**src/rtl/uart_tx_cfg_pkg.sv**
```systemverilog
// Shared definitions for the configurable UART transmitter: FSM encoding and parity modes.
package uart_tx_cfg_pkg;

  typedef enum logic [2:0] {
    ST_IDLE,
    ST_START,
    ST_DATA,
    ST_PARITY,
    ST_STOP
  } state_e;

  localparam int PAR_NONE = 0;
  localparam int PAR_ODD  = 1;
  localparam int PAR_EVEN = 2;

endpackage

```
**src/rtl/uart_tx_cfg_sync_fifo.sv**
```systemverilog
// Synchronous FIFO with exact occupancy; full is judged on the pre-pop level so a push while full is dropped.
module sync_fifo #(
  parameter int WIDTH = 8,
  parameter int DEPTH = 16
) (
  input  logic                   clk,
  input  logic                   rst,
  input  logic                   push,
  input  logic [WIDTH-1:0]       wdata,
  input  logic                   pop,
  output logic [WIDTH-1:0]       rdata,
  output logic                   full,
  output logic                   empty,
  output logic [$clog2(DEPTH):0] level
);

  localparam int AW = $clog2(DEPTH);

  logic [WIDTH-1:0] mem_q [DEPTH];
  logic [AW-1:0]    wr_ptr_q, wr_ptr_d;
  logic [AW-1:0]    rd_ptr_q, rd_ptr_d;
  logic [AW:0]      level_q, level_d;
  logic             do_push, do_pop;

  assign full  = (level_q == (AW+1)'(DEPTH));
  assign empty = (level_q == '0);
  assign level = level_q;
  assign rdata = mem_q[rd_ptr_q];

  always_comb begin
    do_push  = push && !full;
    do_pop   = pop && !empty;
    wr_ptr_d = do_push ? wr_ptr_q + 1'b1 : wr_ptr_q;
    rd_ptr_d = do_pop ? rd_ptr_q + 1'b1 : rd_ptr_q;
    level_d  = level_q;
    if (do_push && !do_pop) level_d = level_q + 1'b1;
    else if (!do_push && do_pop) level_d = level_q - 1'b1;
  end

  always_ff @(posedge clk) begin
    if (rst) begin
      wr_ptr_q <= '0;
      rd_ptr_q <= '0;
      level_q  <= '0;
    end else begin
      wr_ptr_q <= wr_ptr_d;
      rd_ptr_q <= rd_ptr_d;
      level_q  <= level_d;
    end
  end

  // Storage needs no reset; the pointers define which entries are valid.
  always_ff @(posedge clk) begin
    if (do_push) mem_q[wr_ptr_q] <= wdata;
  end

endmodule

```
**src/rtl/uart_tx_cfg.sv**
```systemverilog
// FIFO-fed UART transmitter with configurable data bits, parity and stop bits.
// state     | meaning
// ST_IDLE   | line high, waiting for a queued byte
// ST_START  | start bit (low)
// ST_DATA   | payload bits, LSB first
// ST_PARITY | parity bit (only when parity enabled)
// ST_STOP   | stop bit(s) high; done on the final cycle
module uart_tx_cfg
  import uart_tx_cfg_pkg::*;
#(
  parameter int CLK_FREQ   = 100_000_000,
  parameter int BPS        = 9600,
  parameter int DATA_BITS  = 8,
  parameter int PARITY     = 0,
  parameter int STOP_BITS  = 1,
  parameter int FIFO_DEPTH = 16
) (
  input  logic                        clk,
  input  logic                        rst,
  input  logic                        en,
  input  logic [7:0]                  data,
  output logic                        full,
  output logic                        empty,
  output logic [$clog2(FIFO_DEPTH):0] level,
  output logic                        busy,
  output logic                        done,
  output logic                        txOut
);

  localparam int CLKS_PER_BIT = CLK_FREQ / BPS;
  localparam int CW           = $clog2(CLKS_PER_BIT);
  localparam logic [CW-1:0] BAUD_LOAD = CW'(CLKS_PER_BIT - 1);
  localparam logic [2:0]    DATA_LOAD = 3'(DATA_BITS - 1);
  localparam logic [2:0]    STOP_LOAD = 3'(STOP_BITS - 1);
  localparam logic          ODD_INV   = 1'(PARITY == PAR_ODD);

  state_e                 state_q, state_d;
  logic [CW-1:0]          baud_q, baud_d;
  logic [2:0]             bit_q, bit_d;
  logic [DATA_BITS-1:0]   shift_q, shift_d;
  logic                   par_q, par_d;
  logic                   tx_q, tx_d;
  logic                   pop, start_frame, bit_end;
  logic [DATA_BITS-1:0]   fifo_rdata;
  logic                   unused_data_hi;

  assign unused_data_hi = ^data;

  sync_fifo #(
    .WIDTH (DATA_BITS),
    .DEPTH (FIFO_DEPTH)
  ) u_fifo (
    .clk   (clk),
    .rst   (rst),
    .push  (en),
    .wdata (data[DATA_BITS-1:0]),
    .pop   (pop),
    .rdata (fifo_rdata),
    .full  (full),
    .empty (empty),
    .level (level)
  );

  always_comb begin
    state_d     = state_q;
    baud_d      = baud_q;
    bit_d       = bit_q;
    shift_d     = shift_q;
    par_d       = par_q;
    pop         = 1'b0;
    done        = 1'b0;
    start_frame = 1'b0;
    bit_end     = (baud_q == '0);

    case (state_q)
      ST_IDLE: start_frame = !empty;
      ST_START: begin
        if (bit_end) begin
          state_d = ST_DATA;
          baud_d  = BAUD_LOAD;
          bit_d   = DATA_LOAD;
        end else baud_d = baud_q - 1'b1;
      end
      ST_DATA: begin
        if (bit_end) begin
          baud_d = BAUD_LOAD;
          if (bit_q == '0) begin
            if (PARITY != PAR_NONE) state_d = ST_PARITY;
            else begin
              state_d = ST_STOP;
              bit_d   = STOP_LOAD;
            end
          end else begin
            bit_d   = bit_q - 1'b1;
            shift_d = shift_q >> 1;
          end
        end else baud_d = baud_q - 1'b1;
      end
      ST_PARITY: begin
        if (bit_end) begin
          state_d = ST_STOP;
          baud_d  = BAUD_LOAD;
          bit_d   = STOP_LOAD;
        end else baud_d = baud_q - 1'b1;
      end
      ST_STOP: begin
        if (bit_end) begin
          if (bit_q == '0) begin
            done        = 1'b1;
            start_frame = !empty;
            if (empty) state_d = ST_IDLE;
          end else begin
            bit_d  = bit_q - 1'b1;
            baud_d = BAUD_LOAD;
          end
        end else baud_d = baud_q - 1'b1;
      end
      default: state_d = ST_IDLE;
    endcase

    // Back-to-back frames reuse this path straight from the last stop cycle.
    if (start_frame) begin
      pop     = 1'b1;
      state_d = ST_START;
      baud_d  = BAUD_LOAD;
      shift_d = fifo_rdata;
      par_d   = (^fifo_rdata) ^ ODD_INV;
    end

    case (state_d)
      ST_START:  tx_d = 1'b0;
      ST_DATA:   tx_d = shift_d[0];
      ST_PARITY: tx_d = par_d;
      default:   tx_d = 1'b1;
    endcase
  end

  always_ff @(posedge clk) begin
    if (rst) begin
      state_q <= ST_IDLE;
      baud_q  <= '0;
      bit_q   <= '0;
      shift_q <= '0;
      par_q   <= 1'b0;
      tx_q    <= 1'b1;
    end else begin
      state_q <= state_d;
      baud_q  <= baud_d;
      bit_q   <= bit_d;
      shift_q <= shift_d;
      par_q   <= par_d;
      tx_q    <= tx_d;
    end
  end

  assign busy  = (state_q != ST_IDLE);
  assign txOut = tx_q;

endmodule

```
**config.mk**
```make
export PLATFORM = sky130hd
export DESIGN_NAME = uart_tx_cfg
export DESIGN_NICKNAME = d
export VERILOG_FILES = /design/src/rtl/uart_tx_cfg_pkg.sv /design/src/rtl/uart_tx_cfg_sync_fifo.sv /design/src/rtl/uart_tx_cfg.sv
export SDC_FILE = /design/constraint.sdc
export NUM_CORES = 1
export LEC_CHECK = 0
export ABC_AREA = 1
export BUFFER_PORTS_ARGS = -buffer_cell sky130_fd_sc_hd__buf_2
export CELL_PAD_IN_SITES_DETAIL_PLACEMENT = 0
export CELL_PAD_IN_SITES_GLOBAL_PLACEMENT = 1
export CORE_MARGIN = 2
export CORE_UTILIZATION = 40
export CTS_CLUSTER_SIZE = 25
export DETAILED_ROUTE_END_ITERATION = 16
export GPL_TIMING_DRIVEN = 0
export HOLD_SLACK_MARGIN = 0.02
export PLACE_DENSITY = 0.68
export SYNTH_ARGS = -nofsm -noshare
export SYNTH_HDL_FRONTEND = slang
export SYNTH_HIERARCHICAL = 1
export SYNTH_SLANG_ARGS = --single-unit
```
**constraint.sdc**
```tcl
create_clock -name clk -period 2.6 [get_ports clk]
set_clock_uncertainty 0.1 [all_clocks]
set_input_delay 0.13 -clock clk [delete_from_list [all_inputs] [get_ports clk]]
set_output_delay 0.13 -clock clk [all_outputs]
set_load 0.03 [all_outputs]
```
==> metrics.md <==
| Metric | Value |
|---|---|
| Run status | `completed` |
| Largest delay contributor family on the critical path | `simple AND/OR/NAND/NOR gates` |
| Share of synthesized area occupied by flip-flops and latches | `0.573` |
| Largest area contributor in the netlist | `sky130_fd_sc_hd__edfxtp_1` |
| Count of buffering cells on the critical path with inverters included | `4` |
| Utilization of the core after routing | `0.478` |
| Hold Startpoint | `data[5]` |
| Ys async rst share | `0` |
| Worst hold path type | `primary input to register` |
| Nets | `1034` |
| Synth Net Count | `971` |
| Flip-flop and latch count after synthesis | `175` |
| Number of enable flip-flop cells after synthesis | `128` |
| Die boundary width | `approximately 150 um` |
| Number of buffer cells added on primary ports | `20` |
| Number of violations reported at the end of detailed-routing iteration 0 | `489` |
| Fraction of post-synthesis cell area in the top cell type by area | `0.460` |
| Critical setup path kind | `register to register` |
| Fill cell total of the finished layout | `1971` |
| Master of the slowest instance on the critical path | `sky130_fd_sc_hd__dfxtp_2` |
| Final global-route overflow total | `0` |
| First-pass GRT wire length | `32800 um` |
| Layout area overhead | `16.4%` |
| Clock-pin transition on the worst setup and hold timing paths | `0.07 ns` |
| Data arrival, critical path | `2.68 ns` |
| Period utilisation layout | `0.943` |
| Multi-input logic area | `2950 um2` |
| Path depth of the worst reg2reg path | `17` |
| Post-Synth XOR/XNOR Area | `0.0199` |
| TritonCTS clock tree | `yes` |
| Worst hold path depth | `1` |
| Number of placed I/O pins | `21` |
| Maximum number of pins on one net before global-route repair | `17` |
| Deepest clock path buffer count | `2` |
| Start of the worst register-to-register path | `baud_q[0]$_SDFFE_PP0P_` |
| Later-pin clock latency in the skew report | `approximately 0.43 ns` |
| Post-synthesis share of cell area spent on and, or, nand and nor gates | `0.261` |
| Slowest Stage Delay on Critical Path | `0.33 ns` |
| Fraction of layout instances using a drive strength above 1 | `0.144` |
| Average vias per placed instance | `4.77` |
| Launch point of the critical path | `baud_q[0]$_SDFFE_PP0P_` |
| Number of CTS-inserted buffers | `17` |
| Final Hold Vio Count | `0` |
| Number of antenna violations at the first check in global routing | `1` |
| Number of distinct standard cells referenced by the synthesized netlist | `33` |
| Total power | `0.0103 W` |
| Combinational family with the most area after synthesis | `simple AND/OR/NAND/NOR gates` |
| Diode insertion count for antenna repair | `0` |
| Kind of end point of the critical path | `register` |
| Mux contribution to synthesized area | `0` |
| Power per standard cell area | `~1100 nW/um2` |
| Storage cell area | `4810 um2` |
| Sink Count | `175` |
| Placeable core region | `20400 um2` |
| Effective utilization at floorplan | `0.410` |
| Cell area after synthesis | `8360 um2` |
| Maximum Capacitance Violations | `0` |
| Pins over their slew limit | `0` |
| Period minus WS final | `2.45 ns` |
| Post-synthesis compound-gate area fraction | `0.0361` |
| Most used cell along the critical path | `sky130_fd_sc_hd__ha_4` |
| Count of unresolved DRC violations after routing | `0` |
| Synth area leaders | `sky130_fd_sc_hd__edfxtp_1, sky130_fd_sc_hd__nand2_1, sky130_fd_sc_hd__dfxtp_1` |
| Buffer type at the clock tree root | `sky130_fd_sc_hd__clkbuf_16` |
| Most used DFF post-synth | `sky130_fd_sc_hd__edfxtp_1` |
| Average wire per cell in the routed design | `16.2 um` |
| Residual antenna-violating net count after detailed routing | `0` |
| Transition at the pin with the smallest max-transition slack | `around 1.1 ns` |
| Required time of the critical path | `2.83 ns` |
| H-tree levels | `4` |
| Rel. slew slack | `0.275` |
| Chip height | `around 150 um` |
| Placement row count | `52` |
| Maximum resistive drop on vdd | `0.000542 V` |
| Post-Syn Instances | `947` |
| DR pass1 iterations | `5` |
| LEAKAGE | `4.27 nW` |
| Cell Chain, Critical Path | `inv_2 > ha_4 > nand2_2 > nor2_4 > nand3_4 > nand2_4 > nand2_8 > clkinv_8 > nand2_4 > ha_4 > inv_4 > ha_4 > or2_2 > nand3_1 > nand2_1 > o21ai_2 > inv_1` |
| DP HPWL | `14200 um` |
| Via count of the first global-routing pass | `between 5000 and 6000` |
| Final Wtd Congestion | `0.813` |
| Via total after detailed routing | `6166` |
| Max FO, Critical Path | `7` |
| Highest clock rate | `408 MHz` |
| Synthesized area per cell | `8.82 um2` |
| Post-synthesis adder-cell area fraction | `0.0204` |
| Total of warnings raised by yosys | `6` |
| Crit path depth | `17` |
| Global Route Usage Sum | `0.199` |
| Die area | `between 20000 and 25000 um2` |
| Worst hold slack after final layout | `0.0387 ns` |
| Final setup violation count | `0` |
| Overall routed net length | `20900 um` |
| Worst setup SP type | `register` |
==> registers in the layout (all words and copies together), names as in the netlist, named ones only <==
register and cells:
u_fifo/mem_q 128, baud_q 14, shift_q 8, u_fifo/level 5, u_fifo/rd_ptr_q 4, u_fifo/wr_ptr_q 4, bit_q 3, state_q 3
par_q 1, txOut 1
==> cell usage in the layout, fill, tap and decap left out, types with 6 or more instances in the layout <==
cell type / count
sky130_fd_sc_hd__nand2_1: 268
sky130_fd_sc_hd__inv_1: 141
sky130_fd_sc_hd__edfxtp_1: 128
sky130_fd_sc_hd__nand3_1: 125
sky130_fd_sc_hd__nor2_1: 70
sky130_fd_sc_hd__dfxtp_1: 36
sky130_fd_sc_hd__buf_2: 35
sky130_fd_sc_hd__a21oi_1: 33
sky130_fd_sc_hd__o21ai_0: 22
sky130_fd_sc_hd__buf_4: 20
sky130_fd_sc_hd__clkbuf_16: 17
sky130_fd_sc_hd__xor2_1: 14
sky130_fd_sc_hd__dfxtp_2: 8
sky130_fd_sc_hd__inv_2: 7
sky130_fd_sc_hd__nor2_4: 7
sky130_fd_sc_hd__ha_1: 7
sky130_fd_sc_hd__buf_6: 7
sky130_fd_sc_hd__nand4_1: 6
sky130_fd_sc_hd__dlygate4sd3_1: 6
==> cells in the mapped netlist, types with 2 or more instances <==
cell type                  count
sky130_fd_sc_hd__inv_2         3
sky130_fd_sc_hd__nand2_1     270
sky130_fd_sc_hd__nand4_1       6
sky130_fd_sc_hd__dfxtp_1      47
sky130_fd_sc_hd__clkbuf_1      3
sky130_fd_sc_hd__xor2_1       14
sky130_fd_sc_hd__o21ai_0      23
sky130_fd_sc_hd__buf_2        16
sky130_fd_sc_hd__nor3_1        5
sky130_fd_sc_hd__buf_4         2
sky130_fd_sc_hd__nor2_2        2
sky130_fd_sc_hd__nand2_2       4
sky130_fd_sc_hd__edfxtp_1    128
sky130_fd_sc_hd__a21oi_1      34
sky130_fd_sc_hd__buf_6         7
sky130_fd_sc_hd__inv_1       147
sky130_fd_sc_hd__nand3_2       2
sky130_fd_sc_hd__xnor2_1       5
sky130_fd_sc_hd__nor2_4        4
sky130_fd_sc_hd__nand2_4       2
sky130_fd_sc_hd__nor2_1       75
sky130_fd_sc_hd__nand3_1     126
sky130_fd_sc_hd__ha_1         12
==> timing repair <==
item | CTS | global route
setup endpoints to repair | 4 | 4
pin swaps | 4 | 7
endpoints found under the hold margin | 55 | 0
hold buffers | 6 | 0
resized for setup | 18 | 15
setup buffers | 7 | 11
==> path summary, 6_finish.rpt <==
check	end	slack [ns]
max	u_fifo/level[4]$_SDFFE_PP0P_	0.15
min	u_fifo/mem_q[4][5]$_DFFE_PP_	0.04
max reg2reg	u_fifo/level[4]$_SDFFE_PP0P_	0.15
min reg2reg	shift_q[4]$_SDFFE_PP0P_	0.36
==> cells by family (layout without fill, tap and decap cells) <==
kind of cell               after synthesis  in the layout
adders and majority gates               13             13
AOI/OAI and AO/OA                       58             58
xor gates and xnor gates                19             19
buffers and inverters                  180            256
DFF                                    175            175
and+or+nand+nor                        502            502
==> metrics by stage <==
| step | TNS (ns) | instances | area, um2 | worst slack (ns) |
|---|---|---|---|---|
| finish | 0 | 1293 | 9730 | 0.148 |
| global route | -0.00391 | 1293 | 9730 | -0.00391 |
| CTS | -0.0202 | 1282 | 9590 | -0.0202 |
| detailed placement | -0.741 | 1237 | 8840 | -0.355 |
| global placement | -0.766 | 1237 | 8840 | -0.363 |
| floorplan | 0 | 947 | 8400 | 0.00116 |
==> area by class of cell <==
type | count | area share
Buffer | 29 | 0.0197
Sequential cell | 175 | 0.494
Clock inverter | 15 | 0.0136
Timing Repair Buffer | 44 | 0.0304
Clock buffer | 17 | 0.0437
Inverter | 151 | 0.0602
Multi-Input combinational cell | 592 | 0.304
Tap cell | 270 | 0.0347
==> layer usage <==
layer	track usage	part of all wire	vias up	wire, um
li1	-	-	3168	-
met1	0.291	0.49	2840	10300
met2	0.302	0.45	134	9330
met3	0.0307	0.042	24	874
met4	0.0676	0.019	0	397
met5	0	0	-	0
==> power by group <==
| part | internal (W) | switching, W |
|---|---|---|
| registers | 0.00329 | 0.000222 |
| clock network | 0.00133 | 0.00113 |
| logic | 0.00156 | 0.00277 |
Note: power is estimated with default switching activity, not from simulation.
